==> config.mk <==
export PLATFORM = sky130hd
export DESIGN_NAME = logic_unit_seq
export DESIGN_NICKNAME = d
export VERILOG_FILES = /design/src/rtl/logic_unit_seq.sv
export SDC_FILE = /design/constraint.sdc
export NUM_CORES = 1
export LEC_CHECK = 0
export CORE_ASPECT_RATIO = 1.1
export CORE_MARGIN = 1.5
export CORE_UTILIZATION = 28
export DETAILED_ROUTE_END_ITERATION = 8
export GPL_TIMING_DRIVEN = 0
export PLACE_DENSITY = 0.52
export SYNTH_ARGS = -nofsm -noshare
export SYNTH_HDL_FRONTEND = slang
export SYNTH_SLANG_ARGS = --single-unit
==> constraint.sdc <==
create_clock -name clk -period 2.63 [get_ports clk]
set_input_delay 0.6575 -clock clk [delete_from_list [all_inputs] [get_ports clk]]
set_output_delay 0.6575 -clock clk [all_outputs]
set_load 0.03 [all_outputs]
==> src/rtl/logic_unit_seq.sv <==
// Registered WIDTH-bit logic/shift unit with valid/ready handshakes on both sides.
// Bitwise ops finish in one cycle; shifts step one bit per cycle under a small FSM.
module logic_unit_seq #(
    parameter int WIDTH = 32,
    localparam int SHW  = $clog2(WIDTH)
) (
    input  logic             clk,
    input  logic             rst_n,
    input  logic             in_valid,
    output logic             in_ready,
    input  logic [2:0]       op,
    input  logic [WIDTH-1:0] A,
    input  logic [WIDTH-1:0] B,
    output logic             out_valid,
    input  logic             out_ready,
    output logic [WIDTH-1:0] res,
    output logic             zero
);

    if (WIDTH < 2 || (WIDTH & (WIDTH - 1)) != 0) begin : g_bad_width
        $error("logic_unit_seq: WIDTH must be a power of two and at least 2");
    end

    typedef enum logic [2:0] {
        OP_AND  = 3'd0,
        OP_OR   = 3'd1,
        OP_XOR  = 3'd2,
        OP_NOR  = 3'd3,
        OP_ANDN = 3'd4,
        OP_SLL  = 3'd5,
        OP_SRL  = 3'd6,
        OP_SRA  = 3'd7
    } op_e;

    typedef enum logic [1:0] {
        ST_IDLE  = 2'd0,
        ST_SHIFT = 2'd1,
        ST_DONE  = 2'd2
    } state_e;

    state_e             state_q;
    op_e                op_q;
    logic [WIDTH-1:0]   res_q;
    logic               zero_q;
    logic [SHW-1:0]     cnt_q;

    logic [WIDTH-1:0]   bitwise_res;
    logic [WIDTH-1:0]   shifted;
    logic               is_shift;
    logic [SHW-1:0]     shamt;

    assign is_shift = op[2] & (op[1] | op[0]);
    assign shamt    = B[SHW-1:0];

    // NOTE: every always_comb output gets a default first so no path leaves it unassigned (no latch).
    always_comb begin
        bitwise_res = '0;
        case (op_e'(op))
            OP_AND:  bitwise_res = A & B;
            OP_OR:   bitwise_res = A | B;
            OP_XOR:  bitwise_res = A ^ B;
            OP_NOR:  bitwise_res = ~(A | B);
            OP_ANDN: bitwise_res = A & ~B;
            default: bitwise_res = '0;
        endcase
    end

    always_comb begin
        shifted = res_q;
        case (op_q)
            OP_SLL:  shifted = {res_q[WIDTH-2:0], 1'b0};
            OP_SRL:  shifted = {1'b0, res_q[WIDTH-1:1]};
            OP_SRA:  shifted = {res_q[WIDTH-1], res_q[WIDTH-1:1]};
            default: shifted = res_q;
        endcase
    end

    // NOTE: state is updated with non-blocking assignments so every register samples pre-edge values.
    always_ff @(posedge clk or negedge rst_n) begin
        if (!rst_n) begin
            state_q <= ST_IDLE;
            op_q    <= OP_AND;
            res_q   <= '0;
            zero_q  <= 1'b0;
            cnt_q   <= '0;
        end else begin
            case (state_q)
                ST_IDLE: begin
                    if (in_valid) begin
                        op_q <= op_e'(op);
                        if (!is_shift) begin
                            res_q   <= bitwise_res;
                            zero_q  <= (bitwise_res == '0);
                            state_q <= ST_DONE;
                        end else if (shamt == '0) begin
                            res_q   <= A;
                            zero_q  <= (A == '0);
                            state_q <= ST_DONE;
                        end else begin
                            res_q   <= A;
                            cnt_q   <= shamt;
                            state_q <= ST_SHIFT;
                        end
                    end
                end
                ST_SHIFT: begin
                    res_q <= shifted;
                    cnt_q <= cnt_q - SHW'(1);
                    if (cnt_q == SHW'(1)) begin
                        zero_q  <= (shifted == '0);
                        state_q <= ST_DONE;
                    end
                end
                ST_DONE: begin
                    if (out_ready) begin
                        state_q <= ST_IDLE;
                    end
                end
                default: state_q <= ST_IDLE;
            endcase
        end
    end

    assign in_ready  = (state_q == ST_IDLE);
    assign out_valid = (state_q == ST_DONE);
    assign res       = res_q;
    assign zero      = zero_q;

endmodule
==> flow_metrics.py, run 1 <==
metrics = {
    "setup_path": {
        "slowest_stage": "clkdlybuf4s50_1",
        "worstSetupEndpointType": "flip-flop",
        "max_stage_delay_ns": 0.51,
        "cp.required_ns": 2.84,
        "crit_type": "in2reg",
        "path_cells": "clkdlybuf4s50_1 > inv_1 > ha_1 > xnor2_1 > a22o_1 > a32oi_2 > and4_1 > o211ai_1 > nor4_4 > o21ai_2 > a31oi_1",
        "crit_fanout": 2,
        "rrSetupSlack_ns": 0.19,
        "arrival_ns": 2.86,
        "cp-start-kind": "input pin",
    },
    "route": {
        "viasPerCell": 5.84,
        "drt_wl_total_mm": 22.3,
        "wl_per_cell_microns": 21.5,
        "drc_errors": 0,
        "first_pass_iters": 6,
        "drtIter0Drc": 615,
        "vias": 6071,
        "final_antenna_net_count": 0,
    },
    "timing": {
        "tightest_slew_ns": 0.656,
        "period_minus_slack_ns": 2.65,
        "fin_skew_ns": 0.00897,
        "post-route-period-util_pct": 101,
        "max_slew_margin_pct": 56.1,
        "setup_viol": 1,
        "drv_slew": 0,
        "setup_slack_ns": -0.0173,
        "rsz0062_at_grt": "yes",
        "setup_tns_ns": -0.0173,
        "finalHoldViolCount": 0,
        "fmax_ghz": 0.378,
    },
    "global_route": {
        "antenna_found_initial": 0,
        "grt_pass1_wl_mm": 34.2,
        "grt_start_max_net_pins": 28,
        "grt_use_total_pct": 22.6,
        "grt_overflow": 0,
        "grt_pass1_vias": 5856,
    },
    "power": {
        "leakage_nw": 3.08,
        "vdd_drop_max_uv": 466,
        "power_density_nw_per_um2": 939,
    },
    "clock_network": {
        "hold_buffers": 0,
        "htreeDepth": 2,
        "cts_buffers": 5,
        "clock-sinks": 43,
        "root_buffer": "clkbuf_16",
        "cts_tree": "done",
        "worst_skew_pair.late_latency_ns": 0.29,
        "clk_pin_slew_ns": 0.07,
        "cts_buffer_depth": 2,
    },
    "synthesis": {
        "synth_nets": 762,
        "ys_types": 58,
        "synth_top_area_share_pct": 20.9,
        "synth_edf_count": 0,
        "synthCells": 657,
        "yosysSeqAreaShare_pct": 20.9,
        "synth_common_cells": "inv_1, a22oi_1, a21oi_1",
        "yosys.area.top_type": "dfrtp_1",
        "yosys.cell_count.top_type": "inv_1",
        "synthFlopType": "dfrtp_1",
        "ys_warn_count": 0,
        "avgSynthCellArea_sq_um": 7.85,
        "async_reset_ff_share_pct": 100,
        "synth_area_sq_um": 5150,
        "synth_area_leaders": "dfrtp_1, ha_1, a22oi_1",
        "synth-seq-cells": 43,
    },
    "layout": {
        "fillers": 1852,
        "insertedDiodeCount": 0,
        "nets": 905,
        "fin_util_pct": 40.0,
        "drive_above_1_share_pct": 16.4,
        "area_growth_syn_to_layout_pct": 38.5,
    },
    "run": {
        "maxCapViolCount": 0,
    },
    "placement": {
        "io_buffers": 104,
        "place_congestion": 0.945,
        "dp_hpwl_mm": 17.7,
    },
    "die": {
        "ioPinCount": 106,
        "fp-row-count": 51,
        "dieArea_sq_um": 19200,
        "core-area_sq_um": 17900,
        "die_y_microns": 145,
        "die_w_microns": 132,
        "initial_core_util_pct": 28.9,
    },
    "run_status": {
        "violations": "negative setup slack",
        "outcome": "finished with violations",
    },
    "hold_path": {
        "hold_class": "in2async",
    },
}
[worst max-delay path, delay by kind of cell]
family | cells | cell delay, ns
AOI/OAI and AO/OA | 5 | 0.84
buffers and inverters | 2 | 0.57
and+or+nand+nor | 2 | 0.47
adders and majority gates | 1 | 0.19
xor gates and xnor gates | 1 | 0.13
[power by group]
part           switching, mW  internal [mW]
combinational           2.56           1.82
clock                  0.269          0.545
sequential             0.517          0.993
total                   3.34           3.36
[state kept, by name (all words and copies together) (netlist names)]
register,flops
state_q,2
cnt_q,5
op_q,3
res,32
zero,1
[final cells by class]
cell class	instances	area, sq um	area share (%)
Multi-Input combinational cell	487	3740	52.4
Buffer	54	337	4.71
Timing Repair Buffer	138	1230	17.2
Inverter	71	267	3.73
Tap cell	238	298	4.17
Clock buffer	6	129	1.81
Clock inverter	2	60.1	0.841
Sequential cell	43	1080	15.1
[layout by cell type (no fill, tap or decap), types with 11 or more instances in the layout]
cell type,netlist,layout
buf_2,9,16
ha_1,34,32
nand2_1,32,32
o21ai_0,22,18
a22oi_1,53,51
xnor2_1,31,31
xor2_1,18,18
nor2_1,24,22
nor3_1,19,18
a21oi_1,49,46
dfrtp_1,43,43
dlygate4sd2_1,0,32
a22o_1,34,34
clkdlybuf4s50_1,0,49
a221oi_1,15,14
clkbuf_1,33,24
buf_4,4,40
o22a_1,23,23
a211oi_1,14,11
nand4_1,13,13
inv_1,69,64
[per-stage QoR]
| stage | std cells | cell area, sq um | hold WS (ns) | power [mW] | setup WS [ns] |
|---|---|---|---|---|---|
| global route | 1039 | 7140 | 0.322 | 7.09 | -0.157 |
| global placement | 999 | 6490 | 0.490 | 5.68 | -1.17 |
| detailed placement | 1000 | 6510 | 0.508 | 5.72 | -1.16 |
| CTS | 1035 | 7050 | 0.312 | 6.63 | 0.0000726 |
| finish | 1039 | 7140 | 0.294 | 6.71 | -0.0173 |
| floorplan | 657 | 5150 | 0.362 | 4.12 | 0.240 |
[repair_timing]
action	in CTS	in global routing
pin swaps	35	6
resized for setup	159	18
setup buffers	29	4
setup endpoints to repair	40	14
[worst paths after layout]
check / startpoint / to / cells after the start
min in group clk: cnt_q[4] / cnt_q[4] / 2
max in group asynchronous: rst_n / res[27] / 2
hold reg to reg: cnt_q[4] / cnt_q[4] / 2
hold / removal: rst_n / res[9] / 1
setup reg to reg: op_q[2] / zero / 8
setup / recovery: B[27] / zero / 11
[routing by layer]
layer | GRT usage (%) | share of wire [%]
met1 | 29.1 | 42
met4 | 8.85 | 3.8
met5 | 0 | 0
met2 | 37.4 | 47
met3 | 4.19 | 7.5
[kinds of logic after synthesis]
group                    synth area share (%)
buffers and inverters                    10.7
flip-flops                               20.9
multiplexers                            0.655
AND/OR/NAND/NOR                          13.4
adder cells (fa/ha/maj)                  8.25
AO/OA/AOI/OAI                            37.8
XOR/XNOR                                 8.33
Power figures use the tool's default switching activity.
==> run 2: changes to the inputs <==
==> constraint.sdc (replaced) <==
create_clock -name clk -period 2.5 [get_ports clk]
set_input_delay 0.5 -clock clk [delete_from_list [all_inputs] [get_ports clk]]
set_output_delay 0.5 -clock clk [all_outputs]
set_load 0.03 [all_outputs]
==> run 2 against run 1 <==
  * The run still ends with negative setup slack left
  * Count of clock-buffer cells in the layout unchanged
  * Die area unchanged
  * Power is 5.0% higher
  * Final area is 0.44% lower
  * First-iteration DRC count fell by 7.8%
  * Sequential cell count unchanged
  * Hold slack got worse by 0.15 ns
  * Critical path type unchanged
  * Register-to-register slack worse by 0.11 ns
  * Via count is 2.2% lower
  * Highest routed layer unchanged
  * Global-route usage is essentially flat
==> flow_metrics.py, run 2 (synthesized netlist as in run 1, its figures left out) <==
metrics = {
    "timing": {
        "max_slew_margin_pct": 53.5,
        "tightest_slew_ns": 0.695,
        "fin_skew_ns": 0.00804,
        "setup_viol": 1,
        "setup_tns_ns": -0.0447,
        "hold_ws_ns": 0.140,
        "post-route-period-util_pct": 102,
        "finalHoldViolCount": 0,
        "fmax_ghz": 0.393,
        "rsz0062_at_grt": "yes",
        "period_minus_slack_ns": 2.54,
        "setup_slack_ns": -0.0447,
        "drv_slew": 0,
    },
    "power": {
        "clock_power_share_pct": 12.1,
        "seqPwrFrac_pct": 22.6,
        "p_comb_share_pct": 65.3,
        "switchingPower_mw": 3.51,
        "vdd_drop_max_uv": 490,
        "power.internal_mw": 3.53,
        "switching_share_pct": 49.8,
        "power_mw": 7.04,
        "power_density_nw_per_um2": 991,
        "leakage_nw": 3.06,
    },
    "placement": {
        "dp_hpwl_mm": 17.7,
        "place_area_sq_um": 6510,
        "io_buffers": 104,
        "place_congestion": 0.945,
    },
    "layout": {
        "layout_common_cells": "inv_1, clkdlybuf4s50_1, a22oi_1",
        "largest_reg_flops": 32,
        "area_growth_syn_to_layout_pct": 37.9,
        "final_common_cell": "inv_1",
        "insertedDiodeCount": 0,
        "fin_util_pct": 39.8,
        "drive_above_1_share_pct": 15.8,
        "postLayoutCellArea_sq_um": 7110,
        "nets": 901,
    },
    "route": {
        "viasPerCell": 5.74,
        "drt_wl_total_mm": 22.2,
        "drc_errors": 0,
        "drtIter0Drc": 567,
        "final_antenna_net_count": 0,
        "wl_per_cell_microns": 21.5,
        "first_pass_iters": 5,
        "vias": 5939,
    },
    "die": {
        "core-area_sq_um": 17900,
        "initial_core_util_pct": 28.9,
        "dieArea_sq_um": 19200,
        "die_y_microns": 145,
        "fp-row-count": 51,
        "die_w_microns": 132,
        "ioPinCount": 106,
    },
    "setup_path": {
        "worstSetupEndpointType": "flip-flop",
        "cp-start-kind": "input pin",
        "arrival_ns": 2.76,
        "crit_fanout": 10,
        "worst-path-buf-inv": 6,
        "path_cells": "buf_2 > buf_6 > inv_2 > clkbuf_2 > nor2_1 > buf_4 > buf_2 > nand3_1 > nor3_1 > o21ai_2 > a31oi_1",
        "crit_family": "buffers and inverters",
        "max_stage_delay_ns": 0.33,
        "slowest_stage": "nor3_1",
        "crit_type": "in2reg",
        "cp.required_ns": 2.71,
        "cp_common_cell": "buf_2",
    },
    "global_route": {
        "antenna_found_initial": 0,
        "grt_use_total_pct": 22.6,
        "grt_start_max_net_pins": 28,
        "grt_overflow": 0,
        "grt_pass1_vias": 5840,
        "grt_pass1_wl_mm": 34.1,
    },
    "clock_network": {
        "hold_buffers": 0,
        "cts_buffers": 5,
        "htreeDepth": 2,
        "root_buffer": "clkbuf_16",
        "cts_tree": "done",
        "clock-sinks": 43,
        "worst_skew_pair.late_latency_ns": 0.29,
        "cts_buffer_depth": 2,
        "clk_pin_slew_ns": 0.07,
    },
    "run_status": {
        "outcome": "finished with violations",
        "violations": "negative setup slack",
    },
    "run": {
        "maxCapViolCount": 0,
    },
    "hold_path": {
        "hold_class": "in2async",
    },
}
[run 2: changes by cell type in the layout (fill, tap and decap cells not counted), sizes merged]
cell	previous run	this run
dlymetal6s2s	4	5
clkbuf	37	39
buf	71	64
clkdlybuf4s15	5	2
dlygate4sd2	32	31
clkdlybuf4s50	49	53
[run 2: power groups by stage]
stage | clock network (mW) | logic (mW) | registers, mW
2_1_floorplan | 0 | 2.44 | 1.89
3_3_place_gp | 0 | 4.43 | 1.55
3_5_place_dp | 0 | 4.47 | 1.55
4_1_cts | 0.865 | 4.53 | 1.58
5_1_grt | 0.893 | 4.91 | 1.65
6_report | 0.852 | 4.60 | 1.59
[run 2: area by class of cell]
cell class              instances  area [sq um]
clock buffers                   6           129
well taps                     238           298
repair buffers                134          1200
clock inverters                 2          60.1
plain buffers                  54           338
inverters                      71           267
multi-input cells             487          3740
fillers                      1848         10800
flip-flops and latches         43          1080
[run 2: final timing paths]
path                       slack [ns]  cells after the start  startpoint        to
setup / recovery                -0.04                     11       op[2]      zero
hold / removal                   0.14                      1       rst_n    res[9]
setup reg to reg                 0.08                      8     op_q[2]      zero
hold reg to reg                  0.53                      2    cnt_q[4]  cnt_q[4]
max in group asynchronous        1.87                      2       rst_n   res[27]
min in group clk                 0.53                      2    cnt_q[4]  cnt_q[4]
[run 2: through the flow]
stage | setup WS (ns) | instances
2_1_floorplan | 0.267 | 657
3_3_place_gp | -1.14 | 999
3_5_place_dp | -1.14 | 1000
4_1_cts | 0.00109 | 1032
5_1_grt | -0.148 | 1035
6_report | -0.0447 | 1035
[run 2: routing by layer]
layer / part of all wire [%] / GRT usage [%] / vias up
met5: 0 / 0 / -
li1: - / - / 2777
met2: 47 / 37.3 / 274
met1: 42 / 29.2 / 2843
met3: 6.8 / 4.02 / 45
met4: 3.7 / 8.79 / 0
[run 2: timing repair]
action,CTS,global route
hold endpoints to repair,0,0
setup endpoints to repair,39,25
buffers inserted,26,3
pin swaps,30,6
gates resized for setup,141,22
